==> src/rtl/phase1_sequencer.sv <==
// Phase 1 stage controller: runs puzzles 1 -> 2 -> 3 via one-hot enables,
// muxes the active puzzle's display onto the board, tracks lives, flashes
// result screens between puzzles and reports phase_done / game_over.
module phase1_sequencer #(
  parameter int FLASH_CYCLES = 50_000_000,
  parameter int MAX_LIVES    = 3,
  parameter int CNT_W        = 26
) (
  input  logic        clk,
  input  logic        rst,
  input  logic        start,
  input  logic        time_up,
  input  logic [15:0] timer_data,
  input  logic [2:0]  p_clear,
  input  logic [2:0]  p_fail,
  input  logic [95:0] p_seg,
  input  logic [23:0] p_led,
  output logic [2:0]  p_enable,
  output logic [31:0] seg_data,
  output logic [7:0]  led_out,
  output logic [2:0]  lives,
  output logic [1:0]  stage,
  output logic        phase_done,
  output logic        game_over
);

  typedef enum logic [2:0] {
    S_IDLE,
    S_RUN,
    S_OK,
    S_FAIL,
    S_DONE,
    S_OVER
  } state_t;

  localparam logic [2:0]       LIVES_INIT = 3'(MAX_LIVES);
  localparam logic [CNT_W-1:0] CNT_LAST   = CNT_W'(FLASH_CYCLES - 1);

  state_t           state_reg;
  logic [1:0]       stage_reg;
  logic [2:0]       lives_reg;
  logic [CNT_W-1:0] cnt_reg;

  logic [31:0] seg_slice [3];
  logic [7:0]  led_slice [3];
  logic [31:0] act_seg;
  logic [7:0]  act_led;
  logic        act_clear;
  logic        act_fail;
  logic        flash_last;

  // Split the packed puzzle buses into per-puzzle words
  genvar gi;
  generate
    for (gi = 0; gi < 3; gi++) begin : g_unpack
      assign seg_slice[gi] = p_seg[32*gi +: 32];
      assign led_slice[gi] = p_led[8*gi +: 8];
    end
  endgenerate

  // Pick the data and clear/fail pulses of the puzzle currently selected
  always_comb begin
    act_seg   = seg_slice[0];
    act_led   = led_slice[0];
    act_clear = p_clear[0];
    act_fail  = p_fail[0];
    case (stage_reg)
      2'd1: begin
        act_seg   = seg_slice[1];
        act_led   = led_slice[1];
        act_clear = p_clear[1];
        act_fail  = p_fail[1];
      end
      2'd2: begin
        act_seg   = seg_slice[2];
        act_led   = led_slice[2];
        act_clear = p_clear[2];
        act_fail  = p_fail[2];
      end
      default: ;
    endcase
  end

  // Result screens last exactly FLASH_CYCLES cycles in OK/FAIL
  assign flash_last = (cnt_reg == CNT_LAST);

  // State machine; outputs are registered from the current state, so they
  // trail each state change by one cycle
  always_ff @(posedge clk or posedge rst) begin
    if (rst) begin
      state_reg  <= S_IDLE;
      stage_reg  <= 2'd0;
      lives_reg  <= LIVES_INIT;
      cnt_reg    <= '0;
      p_enable   <= 3'b000;
      seg_data   <= 32'h0;
      led_out    <= 8'h00;
      lives      <= LIVES_INIT;
      stage      <= 2'd0;
      phase_done <= 1'b0;
      game_over  <= 1'b0;
    end else begin
      stage      <= stage_reg;
      lives      <= lives_reg;
      p_enable   <= 3'b000;
      seg_data   <= 32'h0;
      led_out    <= 8'h00;
      phase_done <= 1'b0;
      game_over  <= 1'b0;
      case (state_reg)
        S_RUN: begin
          p_enable <= 3'b001 << stage_reg;
          seg_data <= act_seg;
          led_out  <= act_led;
        end
        S_OK: begin
          seg_data <= {timer_data, 16'h600D};
          led_out  <= 8'hFF;
        end
        S_FAIL: begin
          seg_data <= {timer_data, 16'hFA11};
          led_out  <= 8'hAA;
        end
        S_DONE: begin
          phase_done <= 1'b1;
          seg_data   <= {timer_data, 16'hC1EA};
          led_out    <= 8'h0F;
        end
        S_OVER: begin
          game_over <= 1'b1;
          seg_data  <= 32'hDEADDEAD;
        end
        default: ;
      endcase

      case (state_reg)
        S_IDLE: begin
          if (start) begin
            state_reg <= S_RUN;
            stage_reg <= 2'd0;
            lives_reg <= LIVES_INIT;
          end
        end
        S_RUN: begin
          // time_up beats clear, clear beats fail
          if (time_up) begin
            state_reg <= S_OVER;
          end else if (act_clear) begin
            state_reg <= S_OK;
            cnt_reg   <= '0;
          end else if (act_fail) begin
            state_reg <= S_FAIL;
            cnt_reg   <= '0;
            lives_reg <= (lives_reg == 3'd0) ? 3'd0 : lives_reg - 3'd1;
          end
        end
        S_OK: begin
          if (time_up) begin
            state_reg <= S_OVER;
          end else if (flash_last) begin
            if (stage_reg == 2'd2) begin
              state_reg <= S_DONE;
            end else begin
              state_reg <= S_RUN;
              stage_reg <= stage_reg + 2'd1;
            end
          end else begin
            cnt_reg <= cnt_reg + 1'b1;
          end
        end
        S_FAIL: begin
          // Last life gone: straight to OVER without a flash
          if (time_up || lives_reg == 3'd0) begin
            state_reg <= S_OVER;
          end else if (flash_last) begin
            state_reg <= S_RUN;
          end else begin
            cnt_reg <= cnt_reg + 1'b1;
          end
        end
        default: ;
      endcase
    end
  end

endmodule

==> config.mk <==
export PLATFORM = sky130hd
export DESIGN_NAME = phase1_sequencer
export DESIGN_NICKNAME = d
export VERILOG_FILES = /design/src/rtl/phase1_sequencer.sv
export SDC_FILE = /design/constraint.sdc
export NUM_CORES = 1
export LEC_CHECK = 0
export BUFFER_PORTS_ARGS = -buffer_cell sky130_fd_sc_hd__buf_4
export CAP_MARGIN = 5
export CORE_ASPECT_RATIO = 0.5
export CORE_MARGIN = 10
export CORE_UTILIZATION = 40
export CTS_CLUSTER_DIAMETER = 30
export DETAILED_ROUTE_END_ITERATION = 6
export GPL_ROUTABILITY_DRIVEN = 0
export PLACE_DENSITY_LB_ADDON = 0.25
export SYNTH_ARGS = -nofsm -noshare
export SYNTH_HDL_FRONTEND = slang
export SYNTH_SLANG_ARGS = --single-unit
==> constraint.sdc <==
create_clock -name clk -period 3.99 [get_ports clk]
set_input_delay 0.399 -clock clk [delete_from_list [all_inputs] [get_ports clk]]
set_output_delay 0.399 -clock clk [all_outputs]
set_load 0.01 [all_outputs]
Word level (Yosys, flattened, before mapping)
Cells that the tools add are included.
- flip-flop bits (word level): 84
- word-level logic and storage cells: 83
- shift operators: 1
- equal/unequal tests: 20
- reduce and logical (&&, ||, !) cells: 11
- add/sub/neg operators: 3
- multiplexer cells: 37
- operators by type and width (operator ; number):
    $pmux 32 s5 ; 1
    $mux 26 ; 6
    $pmux 26 s3 ; 1
    $pmux 32 s2 ; 1
    $mux 3 ; 15
    $pmux 8 s4 ; 1
    $add 26x1->26 const B ; 1
    $eq 26x26->1 const B ; 1
    $reduce_and 5->1 ; 4
    $ne 2x2->1 const B ; 8
    $pmux 8 s2 ; 1
    $pmux 3 s4 ; 1
    $ne 3x3->1 const B ; 3
    $mux 2 ; 4
    $eq 3x2->1 const B ; 2
    $eq 3x3->1 const B ; 2
    $logic_not 3->1 ; 2
    $pmux 3 s2 ; 1
    $ne 4x4->1 const B ; 1
    $pmux 1 s2 ; 2
    $pmux 2 s2 ; 1
    $reduce_bool 2->1 ; 2
    $reduce_bool 4->1 ; 1
    $eq 3x1->1 const B ; 1
    8 further kinds ; 9

Depth between registers and ports, before layout
Gate-level depths: netlist (run 1).
- word-level depth: 6
- depth in mapped cells: 10

Least setup slack after synthesis (run 1)
No wires, ideal clock.
- path kind: reg2reg
- start: register state_reg[2]
- end: register cnt_reg[1]
- clock period less this slack: 2223 ps
- cell stages (with the launch flop): 9
- setup slack: 1767 ps
- library setup time: 129 ps
- buffers on the path: 2
- required time: 3861 ps
- data arrival time: 2094 ps
- cells stage by stage: dfrtp_1 buf_2 inv_1 ha_1 clkbuf_1 clkinv_1 o41ai_2 nand2b_1 o21ai_0
- cells in the longest elaborated chain, start to end: 3
- ends and longest elaborated chain (what ; RTL line ; RTL):
    from (decl) ; 39 ; state_t state_reg;
    from (signal assigned) ; 91 ; state_reg <= S_IDLE;
    from (signal assigned) ; 139 ; state_reg <= S_RUN;
    from (signal assigned) ; 147 ; state_reg <= S_OVER;
    $eq 3x1->1 or $eq 3x2->1 (tied branches) ; 136 ; case (state_reg)
    $ne 3x3->1 (no line), or another cell as far along ; n/a ;
    $reduce_and 5->1 (no line) ; n/a ;
    to (signal assigned) ; 168 ; cnt_reg <= cnt_reg + 1'b1;
    to (signal assigned) ; 178 ; cnt_reg <= cnt_reg + 1'b1;
    to (decl) ; 42 ; logic [CNT_W-1:0] cnt_reg;
Several ways; a longest one is shown, not always the timed one.
A chain may end at the register's enable or synchronous reset.

Final worst setup path (run 1)
- start: register state_reg[1]
- end: register cnt_reg[10]
Same word-level chain as after synthesis.

==> results by stage, run 1 <==
Setup path:
- The startpoint of the most critical register-to-register path is state_reg[1].
- The critical path in this run is classified as flop to flop.
- The critical path launch point type is a flop.
- The worst register-to-register path has a depth of 5.
- STA puts the critical path data arrival time at 3.32 ns.
- The worst setup path is captured at a flop.
- The setup slack of the most critical reg-to-reg path is 0.93 ns.
- Of all nets on the critical path, the largest fanout is 26.
- STA puts the critical path data required time at 4.25 ns.
- The endpoint of the lowest-slack register-to-register path is cnt_reg[10].

Timing:
- The slew at the pin closest to its max-slew limit is 0.910 ns.
- Setup violations remaining at the end of the flow were counted as 0.
- Clock skew on the completed layout was measured at 0.00439 ns.
- The smallest hold slack is 0.205 ns.
- For this run, the top clock speed supported by timing is 327 MHz.
- The final number of hold-violating endpoints is 0.
- The worst path needs 3.06 ns of the cycle, external delays included.
- The fraction of the cycle the final worst path needs is 76.7%.
- The final-report max-slew violation count is 0.
- The remaining max-slew budget at the tightest pin is 39.1%.
- Setup repair after global routing left no endpoint under its margin.
- The final setup TNS is 0 ns.

Global routing:
- The pin count of the biggest net entering global routing is 49.
- The number of antenna violations at the first check in global routing is 0.
- Global routing finished with a remaining overflow of 0.
- The number of global-route vias before repair is 5079.
- The first-pass GRT wire length is 27300 um.
- Global routing consumed, over all layers together, 19.2% of the routing resources.

Layout:
- The share of layout cells above drive strength 1 is 32.1%.
- The top cell types in the final layout, fill and taps aside, are 205 x buf_4, 80 x dfrtp_1, 63 x nor2_1.
- The number of antenna diodes is 0.
- From synthesis to final layout, the design area changed by 36.6%.
- The final core utilization is 56.7%.
- The register with the most flip-flops in the layout has 32 of them.
- Once layout is done, the placed cells without fillers occupy 6800 um^2.
- At the end of the flow, the number of nets in the layout was 887.
- The most common cell after layout, fill and taps aside is buf_4.

Worst hold path:
- The worst hold path belongs to the class input port to asynchronous set/reset pin.

Power:
- Power comes to 3.76 mW.
- The worst-case IR drop observed on VDD is 0.336 mV.
- Power spread over the standard cell area amounts to 553 nW/um^2.
- Summed over all cells, the static leakage comes to 3.07 nW.

Floorplanning:
- The die covers 17600 um^2.
- In this run the count of I/O pins placed on the die edge is 196.
- In this run the standard cell core region covers 12000 um^2.
- The initialized floorplan defines 28 standard-cell rows.
- The width of the chip is 178 um.
- Once the floorplan was initialized, standard cells occupied 41.5% of the core.
- The die outline height is 98.9 um.

Clock tree:
- The clock passes through at most 2 buffers.
- TritonCTS built the clock tree.
- The number of hold buffers added after cts is 0.
- The TritonCTS buffer count is 9.
- Post-CTS timing repair inserted 0 buffers for setup.
- Clock tree synthesis found a total of 84 sinks.
- The clock insertion delay at the later pin of the skew report is 0.34 ns.
- The number of H-tree levels is 3.
- The tree is rooted in a clkbuf_16.
- The number of gates resized after CTS was 0.
- The post-CTS clock slew at the launch and capture registers of the worst setup and hold paths is 0.06 ns.

Routing:
- The wire length per cell after detailed routing is 19.6 um.
- In this run the remaining antenna-violating nets after routing total 0.
- Wires add up to 17700 um.
- After detailed routing, the number of remaining DRC violations is 0.
- The detailed router finished its first iteration with 415 violations.
- The number of vias in the routed layout is 5228.
- The first TritonRoute pass finished after 5 iterations.
- The average vias per placed instance is 5.78.

Yosys:
- The synthesized design contains 0 enable-type register cells.
- The number of different library cells used by synthesis comes to 65.
- Summing the areas of all xor and xnor instances in the mapped netlist gives 0.352% of the synthesized area.
- The main combinational cell family by area after synthesis is compound AO/OA/AOI/OAI gates.
- The synthesized netlist devotes 29.2% of its cell area to compound gates.
- After Yosys synthesis, full adders, half adders and majority gates account for 1.76% of the synthesized area.
- The post-synthesis instance total is 565.
- The portion of the post-synthesis area used by sequential elements is 42.3%.
- Among all flip-flop cells after synthesis, the most frequent one is dfrtp_1.
- The average cell area after synthesis is 8.81 um^2.
- The proportion of register bits with asynchronous set or reset after synthesis is 100%.
- The share of synthesized cell area in and, or, nand and nor gates is 20.6%.
- The cell area that synthesis handed to floorplanning was 4980 um^2.
- The synthesized design contains 84 register bits.
- The synthesized netlist net count is 718.
- For this run, the number of Yosys warnings is 0.
- Of the post-synthesis cell area, the part taken by muxes is 0.704%.

Place:
- The total cell area at the placement stage is 6520 um^2.
- Input and output buffers added on the ports amount to 195.
- The HPWL after detailed placement is 13100 um.

Job:
- The count of maximum capacitance violations is 0.

Status:
- The run finished with clean final reports.
==> area by class of cell <==
cell class	count	area (um^2)
Tap cell	165	206
Sequential cell	84	2110
Clock inverter	3	22.5
Clock buffer	13	250
Fill cell	1092	5190
Multi-Input combinational cell	421	2620
Inverter	13	50.0
Timing Repair Buffer	205	1540
==> critical path, cell delays in order (launching register included) <==
cell	delay, ns
dfrtp_1	0.93
ha_1	0.30
clkinv_1	0.51
o41ai_2	0.80
nor2_1	0.22
a31oi_1	0.22
==> synth_stat cells (7+ instances only) <==
| cell type | instances | area, um^2 |
|---|---|---|
| dfrtp_1 | 80 | 2000 |
| nor2_1 | 63 | 236 |
| nand2_1 | 46 | 173 |
| a21oi_1 | 39 | 195 |
| o21ai_0 | 35 | 175 |
| clkbuf_1 | 34 | 128 |
| o22ai_1 | 18 | 113 |
| a221o_1 | 15 | 150 |
| o211ai_1 | 15 | 113 |
| a221oi_1 | 14 | 123 |
| a22oi_1 | 13 | 97.6 |
| and3_1 | 12 | 75.1 |
| o31ai_1 | 12 | 90.1 |
| inv_1 | 11 | 41.3 |
| nor3_1 | 11 | 55.1 |
| nand3_1 | 9 | 45.0 |
| nand2b_1 | 8 | 50.1 |
| a31oi_1 | 7 | 43.8 |
| and2_1 | 7 | 43.8 |
| buf_2 | 7 | 35.0 |
| ha_1 | 7 | 87.6 |
| nand4_1 | 7 | 43.8 |
| nor4_1 | 7 | 43.8 |
==> cell families after synthesis <==
logic type / after synthesis
DFF: 84
adders and majority gates: 7
AOI/OAI and AO/OA: 209
and+or+nand+nor: 200
xor gates and xnor gates: 2
muxes: 3
buffers and inverters: 60
==> worst max path at each step <==
stage                      start  slack, ns  depth (start not counted)          end
global placement    state_reg[1]       1.13                          5   cnt_reg[1]
floorplan                    rst       1.43                          1   cnt_reg[0]
global route        state_reg[1]       0.71                          5  cnt_reg[10]
detailed placement  state_reg[1]       0.97                          5   cnt_reg[1]
finish              state_reg[1]       0.93                          5  cnt_reg[10]
CTS                 state_reg[1]       0.98                          5   cnt_reg[1]
==> stage by stage <==
step / cells / setup slack [ns]
after global placement: 888 / 1.13
after global routing: 904 / 0.712
after detailed placement: 888 / 0.974
final: 904 / 0.930
after CTS: 904 / 0.981
after floorplan: 565 / 1.43
==> per-layer routing <==
metal  routed length [um]  share of wire (%)  up-vias  track usage [%]
li1                     -                  -     2481                -
met1                 7370                 42     2594             22.9
met2                 9140                 52      136             33.9
met3                 1040                5.9       17             4.49
met4                  166               0.94        0             5.29
met5                    0                  0        -                0
==> power by group <==
| group | total, mW | internal [mW] | switching [mW] | leakage, nW |
|---|---|---|---|---|
| clock network | 0.772 | 0.439 | 0.333 | 0.122 |
| logic | 1.76 | 0.719 | 1.04 | 1.86 |
| registers | 1.23 | 1.09 | 0.132 | 1.10 |
Note: power is estimated with default switching activity, not from simulation.
==> run 2, diff against run 1 <==
Settings changed: ABC_AREA set to 1.
Clock period 3.99 ns to 2.64 ns, I/O delays scaled along.
==> results by stage, run 2 <==
Routing:
- The DRC marker count from the first detailed-route iteration is 359 (-13%).
- The detailed-route wire length is 17200 um (-2.9%).
- The wire length per cell after detailed routing is 16.6 um (-15%).
- The first-pass iteration count of the detailed router is 5 (unchanged).
- The average vias per placed instance is 5.09 (-12%).
- The number of nets with antenna violations after detailed routing is 0 (unchanged).
- The number of vias in the routed layout came to 5276 (+0.92%).
- The post-detailed-route DRC marker count came to 0 (unchanged).

Power:
- The power per unit of standard cell area is 995 nW/um^2 (+80%).
- The static leakage is 3.27 nW (+6.3%).
- The final total power is 7.06 mW (+88%).
- The peak supply drop is 0.523 mV (+56%).

Yosys:
- The distinct cell type count of the synthesized netlist is 36 (-45%).
- The synthesized netlist net count was 841 (+17%).
- The portion of the post-synthesis area used by sequential elements is 41.4% (-0.91 points).
- The number of warnings printed during yosys synthesis came to 0 (unchanged).
- In the post-synthesis netlist, the biggest area contributors are dfrtp_1 39%, nand2_1 15%, o21ai_0 4.6%.
- Yosys instantiated no cell more often than nand2_1.
- The area of the mapped netlist was 5080 um^2 (+2.2%).
- The post-synthesis instance total was 688 (+22%).
- The top cell type by total area after synthesis is dfrtp_1.
- The number of flip-flops and latches in the synthesized netlist is 84 (unchanged).
- The proportion of register bits with asynchronous set or reset after synthesis was 100% (unchanged).
- The area fraction of the dominant cell type after synthesis is 39.4% (-0.86 points).
- The commonest cells after synthesis are 204 x nand2_1, 80 x dfrtp_1, 60 x nor2_1.
- The average cell area after synthesis is 7.39 um^2 (-16%).
- The most frequently used flop master after synthesis is dfrtp_1.
- The number of synthesized flops with an enable pin is 0 (unchanged).

Clock tree:
- The number of sinks driven by the clock tree is 84 (unchanged).
- The clock insertion delay at the later pin of the skew report was 0.34 ns (about the same).
- The number of H-tree levels is 3 (unchanged).
- The post-CTS clock slew at the launch and capture registers of the worst setup and hold paths is 0.06 ns (about the same).
- The count of cells resized by post-cts repair is 0 (unchanged).
- The TritonCTS buffer count is 9 (unchanged).
- TritonCTS built the clock tree.
- The post-CTS setup repair buffer count came to 0 (unchanged).
- The maximum count of clock buffers along a single path is 2 (unchanged).
- The cell at the root of the clock tree is clkbuf_16.
- The number of hold buffers added after cts is 0 (unchanged).

Global routing:
- The number of antenna violations at the first check in global routing is 0 (unchanged).
- The overall routing resource usage is 18.5% (-0.70 points).
- In this run the most used layer during global routing was met2.
- The number of global-route vias before repair is 5438 (+7.1%).
- The met1 track utilization from global routing is 19.9% (-3.0 points).
- The pin count of the biggest net entering global routing came to 70 (+43%).
- The first-pass GRT wire length came to 27400 um (+0.25%).
- The met2 usage in global routing is 33.1% (-0.84 points).
- The met3 routing resource usage after global routing was 7.52% (+3.0 points).
- The global route total overflow is 0 (unchanged).

Timing:
- The fraction of the cycle the final worst path needs was 82.4% (+5.7 points).
- Setup repair after global routing left no endpoint under its margin.
- The slew at the pin closest to its max-slew limit is 0.649 ns (-0.261 ns).
- The worst clock skew on the final layout was 0.00767 ns (+0.00328 ns).
- The final-report max-slew violation count was 0 (unchanged).
- The peak clock frequency supported by timing is 460 MHz (+41%).
- The remaining max-slew budget at the tightest pin was 56.8% (+18 points).
- The final number of hold-violating endpoints came to 5 (+5).
- The number of failing setup endpoints in the final timing report was 0 (unchanged).
- The final setup TNS is 0 ns (unchanged).
- The smallest hold slack is -0.00476 ns (-0.210 ns).
- The minimum clock period is 2.18 ns (-0.884 ns).
- The post-route worst setup slack is 0.465 ns (-0.466 ns).

Floorplanning:
- The die outline height is 99.7 um (+0.87%).
- The initial cell density of the core is 41.9% (+0.42 points).
- The width of the chip is 179 um (+0.96%).
- The number of ports placed on the die boundary was 196 (unchanged).
- The core region area came to 12100 um^2 (+1.2%).
- The die footprint is 17900 um^2 (+1.8%).
- The total number of placement rows is 28 (unchanged).

Layout:
- The share of layout cells above drive strength 1 was 32.8% (+0.73 points).
- The top cell types in the final layout, fill and taps aside, are 204 x nand2_1, 204 x buf_4, 80 x dfrtp_1.
- The number of antenna diodes is 0 (unchanged).
- The number of non-filler instances in the completed layout came to 1037 (+15%).
- The area added between synthesis and finish is 39.4%.
- The number of flip-flops in the largest register is 32 (unchanged).
- The filler cell count in the final layout is 1128 (+3.3%).
- The number of nets in the layout came to 1020 (+15%).

Setup path:
- The worst path required time is 2.91 ns (-1.34 ns).
- The data arrival time at the worst-slack endpoint is 2.45 ns (-0.87 ns).
- The biggest fanout along the worst timing path was 48 (+85%).
- The setup path with the least slack is of type flop to flop.
- The worst setup path is launched from a flop.
- The type of destination of the critical path is a flop.

Job:
- The count of maximum capacitance violations was 0 (unchanged).

Place:
- The post-detailed-placement half-perimeter wirelength is 13300 um (+1.5%).
- The count of buffers from port buffering is 195 (unchanged).
- The worst setup timing slack at the placement stage was 0.509 ns (-0.465 ns).
- The instance count after placement with tap cells included came to 1021 (+15%).

Status:
- The final reports fail on hold timing.
- The run finished, with violations left.

Worst hold path:
- The worst hold path belongs to the class input port to asynchronous set/reset pin.
[run 2: final timing paths]
kind / from / endpoint / slack (ns) / cells past startpoint
setup / recovery: state_reg[0] / cnt_reg[18] / 0.46 / 9
hold / removal: rst / lives_reg[2] / -0.005 / 2
setup reg to reg: state_reg[0] / cnt_reg[18] / 0.46 / 9
hold reg to reg: lives_reg[2] / lives[2] / 0.39 / 0
max in group asynchronous: rst / led_out[6] / 1.97 / 3
min in group clk: timer_data[6] / seg_data[22] / 0.17 / 3
[run 2: layout make-up]
type / instances / area [um^2] / share of cell area (%)
Tap cell: 165 / 206 / 2.91
Clock buffer: 10 / 229 / 3.23
Multi-Input combinational cell: 519 / 2620 / 37.0
Inverter: 46 / 174 / 2.45
Timing Repair Buffer: 207 / 1590 / 22.4
Sequential cell: 84 / 2110 / 29.7
Clock inverter: 6 / 159 / 2.24
[run 2: per-layer routing]
metal	share of wire [%]	vias up	wire length, um
li1	-	2623	-
met1	39	2462	6650
met2	51	169	8790
met3	8.5	22	1460
met4	1.8	0	309
met5	0	-	0
[run 2: per-stage QoR]
stage / util [%] / cell area [um^2]
6_report: 58.5 / 7090
5_1_grt: 58.5 / 7090
4_1_cts: 58.5 / 7090
3_5_place_dp: 55.3 / 6700
3_3_place_gp: 55.3 / 6700
2_1_floorplan: - / 5080
[run 2: where the power goes]
| group | total [mW] | switching, mW | internal, mW | leakage (nW) |
|---|---|---|---|---|
| registers | 1.81 | 0.172 | 1.63 | 1.12 |
| logic | 3.61 | 2.22 | 1.39 | 1.96 |
| clock network | 1.64 | 0.521 | 1.12 | 0.187 |
| total | 7.06 | 2.91 | 4.15 | 3.27 |
[run 2: cells by family after synthesis]
group	synth area share, %
and+or+nand+nor	28.6
AOI/OAI and AO/OA	18.9
buffers and inverters	7.06
DFF	41.4
xor gates and xnor gates	2.24
adders and majority gates	1.72
[run 2: worst max-delay path: stages (launching register included)]
cell,delay (ns)
dfrtp_1,0.57
nand2_2,0.16
nor2_4,0.40
nand3_1,0.19
nor2_2,0.19
nor2_4,0.08
nand2_2,0.08
buf_12,0.25
nand2_1,0.10
nand2_1,0.08
==> run 3, diff against run 2 <==
Clock period 2.64 ns to 2 ns, I/O delays scaled along.
==> results by stage, run 3 (synthesized netlist as in run 2, its figures left out) <==
Clock tree:
- The maximum count of clock buffers along a single path was 2 (unchanged).
- The number of H-tree levels was 3 (unchanged).
- The clock tree from TritonCTS is done.
- The post-CTS clock slew at the launch and capture registers of the worst setup and hold paths is 0.06 ns (about the same).
- The cell at the root of the clock tree is clkbuf_16.
- The TritonCTS buffer count came to 9 (unchanged).
- The number of sinks driven by the clock tree is 84 (unchanged).
- The clock insertion delay at the later pin of the skew report came to 0.34 ns (about the same).

Routing:
- The post-detailed-route DRC marker count is 0 (unchanged).
- The number of vias in the routed layout is 5368 (+1.7%).
- The DRC marker count from the first detailed-route iteration is 259 (-28%).
- The number of nets with antenna violations after detailed routing came to 0 (unchanged).
- The detailed-route wire length is 17500 um (+1.8%).
- The wire length per cell after detailed routing is 16.6 um (+0.36%).
- The average vias per placed instance is 5.10 (+0.29%).
- The first-pass iteration count of the detailed router is 5 (unchanged).

Worst hold path:
- The worst hold path passes through 3 cells.
- In this run the worst hold path is classified as input port to flop.
- The startpoint identified for the worst hold timing path is timer_data[1].
- For hold timing, the worst endpoint is seg_data[17].

Power:
- The switching part of the total was 41.5% (+0.31 points).
- The peak supply drop is 0.638 mV (+22%).
- The clock share of power is 20.4% (-2.9 points).
- The internal power summed over all cells is 5.57 mW (+34%).
- The power spent charging and discharging nets is 3.96 mW (+36%).
- The logic gate share of total power is 55.2% (+4.0 points).
- The static leakage is 3.34 nW (+2.2%).
- The sequential share of power came to 24.4% (-1.2 points).
- The power per unit of standard cell area was 1320 nW/um^2 (+32%).

Global routing:
- The number of global-route vias before repair is 5399 (-0.72%).
- The number of antenna violations at the first check in global routing is 0 (unchanged).
- The pin count of the biggest net entering global routing came to 69 (-1.4%).
- The global route total overflow was 0 (unchanged).
- The overall routing resource usage is 18.5% (+0.033 points).
- The first-pass GRT wire length is 27300 um (-0.20%).

Status:
- The run finished with clean final reports.

Floorplanning:
- The total number of placement rows is 28 (unchanged).
- The initial cell density of the core is 41.9% (unchanged).
- The die footprint is 17900 um^2 (unchanged).
- The die outline height came to 99.7 um (unchanged).
- The width of the chip was 179 um (unchanged).
- The number of ports placed on the die boundary is 196 (unchanged).
- The core region area is 12100 um^2 (unchanged).

Setup path:
- The startpoint of the most critical register-to-register path is stage_reg[0].
- The worst reg-to-reg path cell count came to 12 (+3).
- The biggest fanout along the worst timing path is 13 (-73%).
- The worst setup path is of the flop to flop kind.
- The critical path launch point type is a flop.
- The worst register-to-register path ends at cnt_reg[12].
- The data arrival time at the worst-slack endpoint is 2.07 ns (-0.38 ns).
- The type of destination of the critical path is a flop.
- The worst path required time was 2.23 ns (-0.68 ns).
- The setup slack of the most critical reg-to-reg path is 0.16 ns (-0.31 ns).

Layout:
- The share of layout cells above drive strength 1 is 34.3% (+1.5 points).
- The number of nets in the layout is 1035 (+1.5%).
- The library cells used most frequently in the layout, excluding fill and tap cells, are 215 x buf_4, 203 x nand2_1, 80 x dfrtp_1.
- The number of flip-flops in the largest register is 32 (unchanged).
- The area added between synthesis and finish is 42.4%.
- The number of non-filler instances in the completed layout came to 1052 (+1.4%).
- The filler cell count in the final layout is 1134 (+0.53%).
- The most common cell after layout, fill and taps aside is buf_4.
- The number of antenna diodes is 0 (unchanged).

Timing:
- The fraction of the cycle the final worst path needs came to 92.2% (+9.8 points).
- The minimum clock period is 1.84 ns (-0.332 ns).
- The final number of hold-violating endpoints was 0 (-5).
- The final setup TNS is 0 ns (unchanged).
- Setup repair after global routing left no endpoint under its margin.
- The slew at the pin closest to its max-slew limit was 0.459 ns (-0.190 ns).
- The worst clock skew on the final layout is 0.00812 ns (+0.000456 ns).
- The remaining max-slew budget at the tightest pin is 69.4% (+13 points).
- The post-route worst setup slack was 0.157 ns (-0.308 ns).
- The number of failing setup endpoints in the final timing report is 0 (unchanged).
- The final-report max-slew violation count came to 0 (unchanged).
- The peak clock frequency supported by timing is 543 MHz (+18%).

Place:
- The instance count after placement with tap cells included is 1031 (+0.98%).
- The count of buffers from port buffering is 195 (unchanged).
- The worst setup timing slack at the placement stage was 0.139 ns (-0.371 ns).
- The post-detailed-placement half-perimeter wirelength is 13400 um (+1.1%).

Job:
- The count of maximum capacitance violations is 0 (unchanged).
run 3: worst max path at each step:
stage | to | startpoint | cells after the start
finish | cnt_reg[12] | stage_reg[0] | 12
detailed placement | cnt_reg[24] | stage_reg[0] | 10
floorplan | cnt_reg[9] | stage_reg[0] | 13
CTS | cnt_reg[8] | stage_reg[0] | 11
global placement | cnt_reg[24] | cnt_reg[22] | 7
global route | cnt_reg[2] | cnt_reg[22] | 8
run 3: what timing repair did:
item | in CTS | in global routing
hold buffers | 1 | 0
buffers inserted | 0 | 3
hold endpoints to repair | 15 | 0
gates resized for setup | 0 | 5
endpoints found under the setup margin | 0 | 15
run 3: power groups by stage:
| stage | sequential [mW] | combinational [mW] | clock, mW |
|---|---|---|---|
| 2_1_floorplan | 2.52 | 3.05 | 0 |
| 3_3_place_gp | 2.34 | 5.02 | 0 |
| 3_5_place_dp | 2.36 | 5.07 | 0 |
| 4_1_cts | 2.33 | 5.09 | 1.97 |
| 5_1_grt | 2.38 | 5.79 | 2.04 |
| 6_report | 2.33 | 5.25 | 1.94 |
run 3: critical path, stage by stage, from the launching register on:
cell	delay, ns
dfrtp_1	0.40
inv_1	0.16
ha_1	0.27
nand2_1	0.08
nand2_1	0.07
nand2_1	0.05
nand3_1	0.10
nor2_2	0.07
nor2_4	0.13
nand2_4	0.10
clkbuf_16	0.20
nand2_2	0.06
o21ai_2	0.05
run 3: metal layers:
layer / vias to the layer above / track usage (%) / part of all wire (%)
met5: - / 0 / 0
li1: 2662 / - / -
met2: 165 / 33.5 / 50
met4: 0 / 5.94 / 2.1
met1: 2519 / 19.8 / 39
met3: 22 / 7.23 / 8.3
run 3: layout make-up:
class	instances	area [um^2]	area share [%]
Timing Repair Buffer	222	1750	24.2
Inverter	46	176	2.44
Tap cell	165	206	2.85
Clock inverter	6	111	1.54
Clock buffer	10	239	3.30
Sequential cell	84	2110	29.1
Multi-Input combinational cell	519	2650	36.6
run 3: metrics by stage:
step	util [%]	total power, mW	hold WS, ns	instance area [um^2]
4_1_cts	59.1	9.39	0.0934	7170
3_3_place_gp	56.1	7.35	0.223	6810
2_1_floorplan	-	5.57	0.344	5090
6_report	59.7	9.52	0.105	7240
3_5_place_dp	56.1	7.43	0.224	6810
5_1_grt	59.7	10.2	0.104	7240
